File: config.mk
export PLATFORM = sky130hd
export DESIGN_NAME = fft_bitrev_reorder
export DESIGN_NICKNAME = d
export VERILOG_FILES = /design/src/rtl/fft_bitrev_reorder.sv
export SDC_FILE = /design/constraint.sdc
export NUM_CORES = 1
export LEC_CHECK = 0
export CAP_MARGIN = 20
export CORE_MARGIN = 5
export CORE_UTILIZATION = 29
export DETAILED_ROUTE_END_ITERATION = 16
export PLACE_DENSITY = 0.4
export SYNTH_ARGS = -nofsm -noshare
export SYNTH_HDL_FRONTEND = slang
export SYNTH_SLANG_ARGS = --single-unit
File: constraint.sdc
create_clock -name clk -period 3.6 [get_ports clk]
set_clock_uncertainty 0.15 [all_clocks]
set_input_delay 0.54 -clock clk [delete_from_list [all_inputs] [get_ports clk]]
set_output_delay 0.54 -clock clk [all_outputs]
set_load 0.02 [all_outputs]
File: src/rtl/fft_bitrev_reorder.sv
// Output reorder stage of the 16-point FFT: takes bit-reversed I/Q frames into a ping-pong
// pair of banks and streams each completed frame out in natural bin order.
module fft_bitrev_reorder #(
    parameter int WORD_LENGTH = 8,
    parameter int N_POINTS    = 16,
    parameter int LOG2_N      = 4
) (
    input  logic                   clk,
    input  logic                   rst_n,
    input  logic                   in_valid,
    output logic                   in_ready,
    input  logic [WORD_LENGTH-1:0] i_in,
    input  logic [WORD_LENGTH-1:0] q_in,
    output logic                   out_valid,
    input  logic                   out_ready,
    output logic [WORD_LENGTH-1:0] i_out,
    output logic [WORD_LENGTH-1:0] q_out,
    output logic [LOG2_N-1:0]      out_index,
    output logic                   out_last
);

    localparam int SAMPLE_W = 2 * WORD_LENGTH;
    localparam logic [LOG2_N-1:0] LAST_IDX = LOG2_N'(N_POINTS - 1);
    localparam logic [LOG2_N-1:0] CNT_ZERO = {LOG2_N{1'b0}};
    localparam logic [LOG2_N-1:0] CNT_ONE  = {{(LOG2_N-1){1'b0}}, 1'b1};

    function automatic logic [LOG2_N-1:0] bitrev(input logic [LOG2_N-1:0] idx);
        logic [LOG2_N-1:0] rev;
        rev = {LOG2_N{1'b0}};
        for (int b = 0; b < LOG2_N; b++) begin
            rev[b] = idx[LOG2_N-1-b];
        end
        return rev;
    endfunction

    logic [SAMPLE_W-1:0] mem_r [2*N_POINTS];
    logic [1:0]          bank_full_r;
    logic [1:0]          bank_full_nxt_s;
    logic [1:0]          set_full_s;
    logic [1:0]          clr_full_s;
    logic                wr_bank_r;
    logic                rd_bank_r;
    logic [LOG2_N-1:0]   wr_cnt_r;
    logic [LOG2_N-1:0]   rd_cnt_r;
    logic                accept_s;
    logic                load_s;
    logic                wr_wrap_s;
    logic                rd_wrap_s;
    logic [LOG2_N:0]     wr_addr_s;
    logic [LOG2_N:0]     rd_addr_s;
    logic [SAMPLE_W-1:0] rd_data_s;

    // Handshake decode and bank-full next state; a writer set and a reader clear never hit the same bank.
    always_comb begin
        in_ready        = !bank_full_r[wr_bank_r];
        accept_s        = in_valid && !bank_full_r[wr_bank_r];
        load_s          = bank_full_r[rd_bank_r] && (!out_valid || out_ready);
        wr_wrap_s       = accept_s && (wr_cnt_r == LAST_IDX);
        rd_wrap_s       = load_s && (rd_cnt_r == LAST_IDX);
        wr_addr_s       = {wr_bank_r, bitrev(wr_cnt_r)};
        rd_addr_s       = {rd_bank_r, rd_cnt_r};
        rd_data_s       = mem_r[rd_addr_s];
        set_full_s      = {wr_wrap_s && wr_bank_r, wr_wrap_s && !wr_bank_r};
        clr_full_s      = {rd_wrap_s && rd_bank_r, rd_wrap_s && !rd_bank_r};
        bank_full_nxt_s = (bank_full_r & ~clr_full_s) | set_full_s;
    end

    // Sample storage: scattered by bit-reversed index, no reset needed.
    always_ff @(posedge clk) begin
        if (accept_s) begin
            mem_r[wr_addr_s] <= {i_in, q_in};
        end
    end

    // Write pointer, bank select and per-bank full flags.
    always_ff @(posedge clk or negedge rst_n) begin
        if (!rst_n) begin
            wr_cnt_r    <= CNT_ZERO;
            wr_bank_r   <= 1'b0;
            bank_full_r <= 2'b00;
        end else begin
            bank_full_r <= bank_full_nxt_s;
            if (wr_wrap_s) begin
                wr_cnt_r  <= CNT_ZERO;
                wr_bank_r <= !wr_bank_r;
            end else if (accept_s) begin
                wr_cnt_r <= wr_cnt_r + CNT_ONE;
            end
        end
    end

    // Single registered output slot, read sequentially from the full bank.
    always_ff @(posedge clk or negedge rst_n) begin
        if (!rst_n) begin
            rd_cnt_r  <= CNT_ZERO;
            rd_bank_r <= 1'b0;
            out_valid <= 1'b0;
            out_last  <= 1'b0;
            out_index <= CNT_ZERO;
            i_out     <= {WORD_LENGTH{1'b0}};
            q_out     <= {WORD_LENGTH{1'b0}};
        end else if (load_s) begin
            i_out     <= rd_data_s[SAMPLE_W-1:WORD_LENGTH];
            q_out     <= rd_data_s[WORD_LENGTH-1:0];
            out_index <= rd_cnt_r;
            out_last  <= (rd_cnt_r == LAST_IDX);
            out_valid <= 1'b1;
            if (rd_wrap_s) begin
                rd_cnt_r  <= CNT_ZERO;
                rd_bank_r <= !rd_bank_r;
            end else begin
                rd_cnt_r <= rd_cnt_r + CNT_ONE;
            end
        end else if (out_valid && out_ready) begin
            out_valid <= 1'b0;
            out_last  <= 1'b0;
        end
    end

endmodule
==> run summary <==
Status -> completed
Final core utilization -> 34.42%
# fillers -> 7131
CTS tree -> yes
Clock Root Buffer -> clkbuf_16
Reg2Reg Depth -> 7
DR vias/cell -> 4.786
CTS H-tree depth -> 2
Number of setup buffers added after CTS -> 0
Comb power frac -> 29.5%
Clock Power Share -> 30.6%
Area grow syn2layout -> 18.18%
Net Sw Frac -> 32.14%
Via count -> 11199
Critical path depth -> 7
Tmin final -> 3.001 ns
Clock buffer depth -> 3
Syn_area_per_cell -> 17.96 um^2
Fmax -> 333.2 MHz
TNS Setup -> 0 ns
Seq pwr share -> 39.9%
Starting Density -> 29.12%
CP max-delay cell -> dfrtp_4
Critical path endpoint category -> flip-flop
Slew HR -> 35.44%
First-pass GRT wire length -> 84660 um
Core area -> 0.07407 mm^2
Post-synthesis cell count -> 1201
Crit-path cells -> buf_12 > mux2i_1 > a22o_1 > a221oi_1 > buf_4 > o22ai_1 > o41ai_2
Area leader, netlist -> edfxtp_1
Mapped Area -> 0.02157 mm^2
Placer congestion estimate -> 0.7248
Critical Path Fanout Max -> 27
PD cells -> 767.1 mW/mm^2
Crit-path max cell delay -> 0.78 ns
Total GRT Usage -> 14.72%
Startpoint Class -> flip-flop
Port bufs -> 42
Crit share post-route -> 83.37%
IO Pins -> 43
Clock Sinks -> 546
Post-synth EDFFs -> 512
Post-Route WL -> 58910 um
Vias in the first global route -> 11404
Layout cells sized above 1 -> 17.88%
Hold Path Cell Cnt -> 2
Sum of buffers and inverters on the critical path -> 2
Distinct cell type count of the synthesized netlist -> 36
Multi-input logic area -> 0.004902 mm^2
Synth top area share -> 71.28%
Largest net degree at the start of global routing -> 57
Skew-Pair Late Insertion Delay -> 0.61 ns
Slew @ Worst Pin -> 0.9650 ns
IR drop worst, VDD -> 0.0003604 V
# nets final -> 1345
Synthesis-stage register bit count -> 546
Initial DRC count -> 751
Synth async-reset ratio -> 6.227%
DRC Markers -> 0
Initial antenna violation count -> 1
Row count -> 100
Post-DP HPWL -> 34890 um
Gr ovfl total -> 0
Synth Flop Type -> edfxtp_1
Hold Violations, Final -> 0
Number of max-cap violations -> 0
Worst Hold Slack -> 0.3287 ns
Crit path arrival time -> 3.34 ns
Post-Syn Nets -> 1223
Lkg Pwr -> 8.672 nW
Top post-synthesis cells by area -> edfxtp_1, mux2i_1, dfrtp_1
Wire per inst -> 25.18 um
Die Height -> 282.7 um
Worst Hold Class -> reg -> reg
Die area -> 0.07994 mm^2
Resized cells post-CTS -> 0
Yosys warns -> 0
Drt pass-1 iters -> 5
RSZ-0062 raised after global routing -> no
Die Wd -> 282.7 um
Worst EP required -> 3.94 ns
Crit path kind -> reg -> reg
Post-synthesis sequential area ratio -> 75.22%
Final Max Tran Viols -> 0
Worst path top cell family by delay -> compound AO/OA/AOI/OAI gates
NetSw -> 6.284 mW
Routed Antenna Nets -> 0
Final setup violation count -> 0
Power Internal -> 13.27 mW
Clock transition at path regs -> 0.06 ns
Seq. cell area -> 0.01623 mm^2
Num CTS Buffers -> 58
[timing repair]
item	4_1_cts	5_1_grt
hold buffers	1	0
endpoints found under the setup margin	0	0
hold endpoints to repair	34	0
[routing by layer]
metal	wire, um	global-route usage (%)	part of all wire, %
met5	0	0	0
met4	1078	3.198	1.8
met3	1984	2.098	3.4
met2	28210	23.98	48
met1	27640	21.16	47
[through the flow]
stage / instances / instance area [um^2] / worst slack, ns / power, mW
after floorplan: 1201 / 21570 / 0.5685 / 11.62
after global placement: 2231 / 23570 / 0.5415 / 13.84
after detailed placement: 2231 / 23570 / 0.5691 / 13.83
after CTS: 2339 / 25490 / 0.4884 / 19.89
after global routing: 2339 / 25490 / 0.4680 / 20.49
final: 2340 / 25490 / 0.5985 / 19.55
[synthesized netlist by cell type, types with 19 or more instances]
library cell / instances
a21oi_1: 34
nand2_1: 51
a22oi_1: 64
buf_2: 19
edfxtp_1: 512
dfrtp_1: 34
a221oi_1: 22
clkbuf_1: 22
mux2i_1: 258
nor2_1: 35
a22o_1: 32
[logic make-up after synthesis]
logic type / synth area share (%)
adder cells (fa/ha/maj): 0.1160
AO/OA/AOI/OAI: 7.918
multiplexers: 11.97
buffers and inverters: 2.459
XOR/XNOR: 0.1624
AND/OR/NAND/NOR: 2.152
flip-flops: 75.22
[cells in the final DEF, fill, tap and decap left out, drive strengths merged, types with 3 or more instances in the layout]
cell and n:
dfrtp 34, o21ai 10, a22o 32, o41ai 16, xnor2 4, or3 3, a221oi 32, a22oi 64
o22ai 16, a21oi 35, bufinv 7, buf 94, clkinv 26, mux2i 258, edfxtp 512, nand2 51
nand3 3, nand4 3, clkdlybuf4s50 41, inv 5, nor2 36, clkbuf 71
[cell type report]
class                   count  share of cell area [%]
well taps                 969                   4.756
multi-input cells         577                   19.23
repair buffers            136                   4.800
diodes                      1                0.009816
clock buffers              71                   6.125
clock inverters            36                   1.355
flip-flops and latches    546                   63.66
inverters                   4                 0.05890
[worst register-to-register path, delay by kind of cell (launching register included)]
family                 cells  cell delay [ns]
DFF                        1             0.78
buffers and inverters      2             0.56
AOI/OAI and AO/OA          4             1.28
muxes                      1             0.11
[path summary, 6_finish.rpt]
kind | slack (ns) | startpoint | endpoint
max in group asynchronous | 2.19 | rst_n | rd_cnt_r[0]
min in group asynchronous | 0.44 | rst_n | out_last
worst min register to register | 0.33 | out_index[1] | out_index[1]
worst max register to register | 0.60 | rd_cnt_r[0] | i_out[2]
worst min-delay path | 0.33 | out_index[1] | out_index[1]
worst max-delay path | 0.60 | rd_cnt_r[0] | i_out[2]
[flip-flops by register name, summed over array words and instances, names as in the netlist]
register,count
out_valid,1
wr_cnt_r,4
i_out,8
rd_bank_r,1
wr_bank_r,1
rd_cnt_r,4
q_out,8
mem_r,512
bank_full_r,2
out_last,1
out_index,4
[power groups by stage]
| stage | clock [mW] | sequential (mW) | combinational, mW |
|---|---|---|---|
| after floorplan | 0 | 7.84 | 3.78 |
| after global routing | 6.43 | 7.86 | 6.20 |
| after CTS | 6.17 | 7.82 | 5.91 |
| after global placement | 0 | 7.94 | 5.90 |
| final | 5.98 | 7.81 | 5.77 |
| after detailed placement | 0 | 7.94 | 5.90 |
No activity file was read; power rests on OpenSTA's default activity.
